<file path="src/rtl/bootrom_arbiter.sv">
// bootrom_arbiter: shares the single-port BootROM macro between NREQ requesters.
// Round-robin grant, one read in flight, byte address -> word index. Misaligned or
// out-of-window addresses get an error response and never enable the ROM.

// Per-requester address decode: ROM word index plus bounds/alignment error.
module bootrom_addr_chk #(
    parameter int ROM_AW = 11,
    parameter int ADDR_W = 13
) (
    input  logic [ADDR_W-1:0] addr,
    output logic [ROM_AW-1:0] word,
    output logic              err
);
    logic hi_err;

    assign word = addr[ROM_AW+1:2];

    generate
        if (ADDR_W > ROM_AW + 2) begin : g_hi
            // Any bit set above the ROM window lands past the last word.
            assign hi_err = |addr[ADDR_W-1:ROM_AW+2];
        end else begin : g_nohi
            assign hi_err = 1'b0;
        end
    endgenerate

    assign err = (addr[1:0] != 2'b00) || hi_err;
endmodule

module bootrom_arbiter #(
    parameter int NREQ   = 2,
    parameter int ROM_AW = 11,
    parameter int ADDR_W = 13,
    parameter int DATA_W = 32
) (
    input  logic                   clock,
    input  logic                   reset,
    input  logic [NREQ-1:0]        req_valid,
    output logic [NREQ-1:0]        req_ready,
    input  logic [NREQ*ADDR_W-1:0] req_addr,
    output logic [NREQ-1:0]        resp_valid,
    input  logic [NREQ-1:0]        resp_ready,
    output logic [DATA_W-1:0]      resp_data,
    output logic                   resp_err,
    output logic                   rom_me,
    output logic                   rom_oe,
    output logic [ROM_AW-1:0]      rom_address,
    input  logic [DATA_W-1:0]      rom_q
);
    localparam int IW = (NREQ > 1) ? $clog2(NREQ) : 1;

    typedef enum logic {
        IDLE = 1'b0,
        RESP = 1'b1
    } state_t;

    state_t                      state_q, state_d;
    logic [IW-1:0]               owner_q, owner_d;
    logic [IW-1:0]               prio_q, prio_d;
    logic                        err_q, err_d;
    logic [IW-1:0]               gnt;
    logic                        gnt_any;
    logic [NREQ-1:0][ROM_AW-1:0] word;
    logic [NREQ-1:0]             addr_err;
    logic                        resp_fire;
    logic                        accept;

    generate
        for (genvar i = 0; i < NREQ; i++) begin : g_req
            bootrom_addr_chk #(
                .ROM_AW (ROM_AW),
                .ADDR_W (ADDR_W)
            ) u_chk (
                .addr (req_addr[i*ADDR_W +: ADDR_W]),
                .word (word[i]),
                .err  (addr_err[i])
            );
        end
    endgenerate

    // Round-robin pick: first valid requester at or after prio, wrapping mod NREQ.
    always_comb begin
        logic [IW:0] sum;
        gnt     = '0;
        gnt_any = 1'b0;
        sum     = '0;
        // Scan downwards so the lowest offset from prio is the one left standing.
        for (int k = NREQ - 1; k >= 0; k--) begin
            sum = {1'b0, prio_q} + (IW+1)'(k);
            if (sum >= (IW+1)'(NREQ)) sum = sum - (IW+1)'(NREQ);
            if (req_valid[sum[IW-1:0]]) begin
                gnt     = sum[IW-1:0];
                gnt_any = 1'b1;
            end
        end
    end

    // State, owner, error flag and priority pointer.
    always_ff @(posedge clock) begin
        if (reset) begin
            state_q <= IDLE;
            owner_q <= '0;
            err_q   <= 1'b0;
            prio_q  <= '0;
        end else begin
            state_q <= state_d;
            owner_q <= owner_d;
            err_q   <= err_d;
            prio_q  <= prio_d;
        end
    end

    // Next state and all outputs; reset forces every output quiet combinationally.
    always_comb begin
        state_d     = state_q;
        owner_d     = owner_q;
        err_d       = err_q;
        prio_d      = prio_q;
        req_ready   = '0;
        resp_valid  = '0;
        resp_data   = '0;
        resp_err    = 1'b0;
        rom_me      = 1'b0;
        rom_oe      = 1'b0;
        rom_address = '0;
        resp_fire   = 1'b0;
        accept      = 1'b0;
        if (!reset) begin
            if (state_q == RESP) begin
                resp_valid[owner_q] = 1'b1;
                resp_err            = err_q;
                // rom_q is only looked at while the macro drives it.
                rom_oe              = !err_q;
                if (!err_q) resp_data = rom_q;
                resp_fire           = resp_ready[owner_q];
            end
            // A new read may start only once the current data has been taken;
            // the ROM output register then updates at the same edge.
            accept = gnt_any && ((state_q == IDLE) || resp_fire);
            if (accept) begin
                req_ready[gnt] = 1'b1;
                rom_me         = !addr_err[gnt];
                rom_address    = word[gnt];
                state_d        = RESP;
                owner_d        = gnt;
                err_d          = addr_err[gnt];
                prio_d         = (gnt == IW'(NREQ - 1)) ? '0 : gnt + 1'b1;
            end else if (resp_fire) begin
                state_d = IDLE;
            end
        end
    end

    // At most one requester is accepted and at most one response is offered.
    a_ready_1hot : assert property (@(posedge clock) disable iff (reset) $onehot0(req_ready));
    a_resp_1hot  : assert property (@(posedge clock) disable iff (reset) $onehot0(resp_valid));
endmodule

</file>
<file path="config.mk">
export PLATFORM = sky130hd
export DESIGN_NAME = bootrom_arbiter
export DESIGN_NICKNAME = d
export VERILOG_FILES = /design/src/rtl/bootrom_arbiter.sv
export SDC_FILE = /design/constraint.sdc
export NUM_CORES = 1
export LEC_CHECK = 0
export ABC_AREA = 0
export BUFFER_PORTS_ARGS = -buffer_cell sky130_fd_sc_hd__clkbuf_2
export CAP_MARGIN = 25
export CORE_ASPECT_RATIO = 0.6
export CORE_MARGIN = 2
export CORE_UTILIZATION = 30
export CTS_BUF_LIST = sky130_fd_sc_hd__clkbuf_16
export DETAILED_ROUTE_END_ITERATION = 6
export PLACE_DENSITY = 0.81
export SYNTH_ARGS = -nofsm -noshare
export SYNTH_HDL_FRONTEND = slang
export SYNTH_HIERARCHICAL = 1
export SYNTH_SLANG_ARGS = --single-unit
</file>
<file path="constraint.sdc">
create_clock -name clock -period 2.6 [get_ports clock]
set_input_delay 0.39 -clock clock [delete_from_list [all_inputs] [get_ports clock]]
set_output_delay 0.39 -clock clock [all_outputs]
set_load 0.05 [all_outputs]
</file>
==> results.sh <==
export IMPL_status="finished, final reports clean"
export IMPL_maxSlewHeadroom=0.648
export IMPL_syn_num_nets=179
export IMPL_cts_resized=0
export IMPL_yosys_register_bits=4
export IMPL_synth_edff_count=0
export IMPL_grt_util_met1=0.204
export IMPL_cp_slowest_cell="nand2b_1"
export IMPL_wl_per_cell_um=10.5
export IMPL_postRouteAntennaNets=0
export IMPL_synth_cell_types=22
export IMPL_crit_arrival_ns=1.77
export IMPL_drv_cap=0
export IMPL_startpoint_type="register"
export IMPL_track_usage=0.158
export IMPL_power_frac_comb=0.478
export IMPL_clockPowerShare=0.400
export IMPL_ys_top_cells_by_area="and2_1 (26%), buf_4 (21%), a22oi_1 (11%)"
export IMPL_cp_max_fo=14
export IMPL_vias_per_cell=4.35
export IMPL_clockBufferDepth=2
export IMPL_fillers=263
export IMPL_power_per_cell_area_nw_per_um2=456
export IMPL_synthAdderAreaFrac=0
export IMPL_synth_xor_area_share=0
export IMPL_start_util=0.314
export IMPL_setup_slack_ns=0.440
export IMPL_cts_made_buffers=3
export IMPL_swShare=0.400
export IMPL_cts_sinks=4
export IMPL_critical_path_cell_chain="mux2i_1 -> nand2_2 -> nand2b_1 -> nor3b_1 -> clkbuf_2"
export IMPL_end_kind="primary output"
export IMPL_slowest_delay_ns=0.42
export IMPL_placementRows=14
export IMPL_rsz0062_at_grt="false"
export IMPL_worstHoldPathType="in2reg"
export IMPL_path_clk_slew_ns=0.03
export IMPL_synth_top_family_by_area="simple AND/OR/NAND/NOR gates"
export IMPL_synth_area_mux_share=0.0256
export IMPL_synth_compound_area_frac=0.197
export IMPL_max_freq_ghz=0.463
export IMPL_grt_use_met2=0.269
export IMPL_vdd_drop_max_v=0.000442
export IMPL_grt_busiest_layer="met2"
export IMPL_post_cts_setup_buffers=0
export IMPL_synth_simple_area_share=0.414
export IMPL_power_internal_mw=0.354
export IMPL_synthFlopType="dfxtp_1"
export IMPL_clkLatencyLatePin_ns=0.22
export IMPL_yosysSeqAreaShare=0.102
export IMPL_cts_tree="yes"
export IMPL_fin_crit_sh=0.831
export IMPL_overflow=0
export IMPL_avgSynthCellArea_um2=6.80
export IMPL_tns_ns=0
export IMPL_vias=1036
export IMPL_cp_buffers_inverters=1
export IMPL_die_w_um=69.9
export IMPL_grt_util_met3=0.0419
export IMPL_final_cell_mix="clkbuf_2 (113), and2_1 (32), nor2_1 (15)"
export IMPL_seq_power_share=0.122
export IMPL_drv_slew=0
export IMPL_diodes=0
export IMPL_period_minus_slack_ns=2.16
export IMPL_dp_final_hpwl_mm=2.15
export IMPL_fp_dieArea_um2=3040
export IMPL_finalHoldViolCount=0
export IMPL_antenna_found_initial=0
export IMPL_final_common_cell="clkbuf_2"
export IMPL_io_buffers=113
export IMPL_cts_root_buf="clkbuf_16"
export IMPL_layout_drive_gt1_share=0.597
export IMPL_leakage_nw=0.784
export IMPL_clock_skew_ns=0.00141
export IMPL_drt_total_wl_mm=2.49
export IMPL_crit_type="reg2out"
export IMPL_final_net_count=272
export IMPL_grt_max_degree=34
export IMPL_yosys_warnings=6
export IMPL_yosysTopAreaCell="and2_1"
export IMPL_yosysTopAreaCellShare=0.256
export IMPL_tightest_slew_ns=0.528
export IMPL_hold_buffers=0
export IMPL_async_flop_share=0
export IMPL_grt_pass1_wl_mm=3.95
export IMPL_firstDrtPassIters=4
export IMPL_place_ws_ns=0.608
export IMPL_gp_congestion=0.738
export IMPL_syn_area_um2=782
export IMPL_ioPinCount=114
export IMPL_syn_inst=115
export IMPL_power_switching_mw=0.236
export IMPL_crit_family="simple AND/OR/NAND/NOR gates"
export IMPL_drc=0
export IMPL_cp_required_ns=2.21
export IMPL_cts_htree_levels=1
export IMPL_die_height_um=43.5
export IMPL_first_global_vias=891
export IMPL_setup_viol=0
export IMPL_core_um2=2490
export IMPL_dr_first_iter_drc_count=15
export IMPL_area_growth_pct=65.3
## sequential cells by signal, summed over array words and instances (netlist names)
name and cells:
state_q 1, owner_q 1, prio_q 1, err_q 1
## final timing paths
path	start	to	slack [ns]	depth (start not counted)
setup / recovery	owner_q	rom_me	0.44	5
hold / removal	reset	err_q	0.42	2
setup reg to reg	owner_q	prio_q	1.40	3
hold reg to reg	prio_q	prio_q	0.53	1
## per-layer routing
layer	wire, um	part of all wire
met4	25	0.010
met2	1240	0.50
met5	0	0
met3	143	0.057
met1	1080	0.44
## logic make-up (layout without fill, tap and decap cells)
family          after synthesis  count (layout)
mux                           2               2
simple gates                 58              58
buf+inv                      31             122
flops                         4               4
compound gates               20              20
## cells in the mapped netlist, types with 2 or more instances
master / n
and2_1: 32
buf_4: 22
nor2_1: 15
a22oi_1: 11
a21oi_1: 4
buf_2: 4
dfxtp_1: 4
inv_1: 3
a311oi_1: 2
clkbuf_1: 2
mux2i_1: 2
nand2b_1: 2
nor2b_1: 2
or2_1: 2
## power groups by stage
stage	clock [mW]	combinational (mW)	sequential (mW)
2_1_floorplan	0	0.216	0.0719
3_3_place_gp	0	0.279	0.0730
3_5_place_dp	0	0.282	0.0730
4_1_cts	0.239	0.283	0.0722
5_1_grt	0.243	0.303	0.0732
6_report	0.236	0.282	0.0722
## cell type report
cell class | count | area, um^2 | share of cell area
Sequential cell | 4 | 80.1 | 0.0620
Clock buffer | 3 | 75.1 | 0.0581
Timing Repair Buffer | 116 | 588 | 0.455
Tap cell | 32 | 40.0 | 0.0310
Inverter | 3 | 11.3 | 0.00871
Multi-Input combinational cell | 80 | 498 | 0.385
## metrics by stage
stage,hold WS [ns],utilization,area (um^2),cells,power (mW)
detailed placement,0.514,0.489,1220,235,0.355
finish,0.423,0.520,1290,238,0.590
CTS,0.415,0.520,1290,238,0.594
floorplan,0.459,-,782,115,0.288
global placement,0.510,0.489,1220,235,0.352
global route,0.450,0.520,1290,238,0.619
No activity file was read; power rests on OpenSTA's default activity.
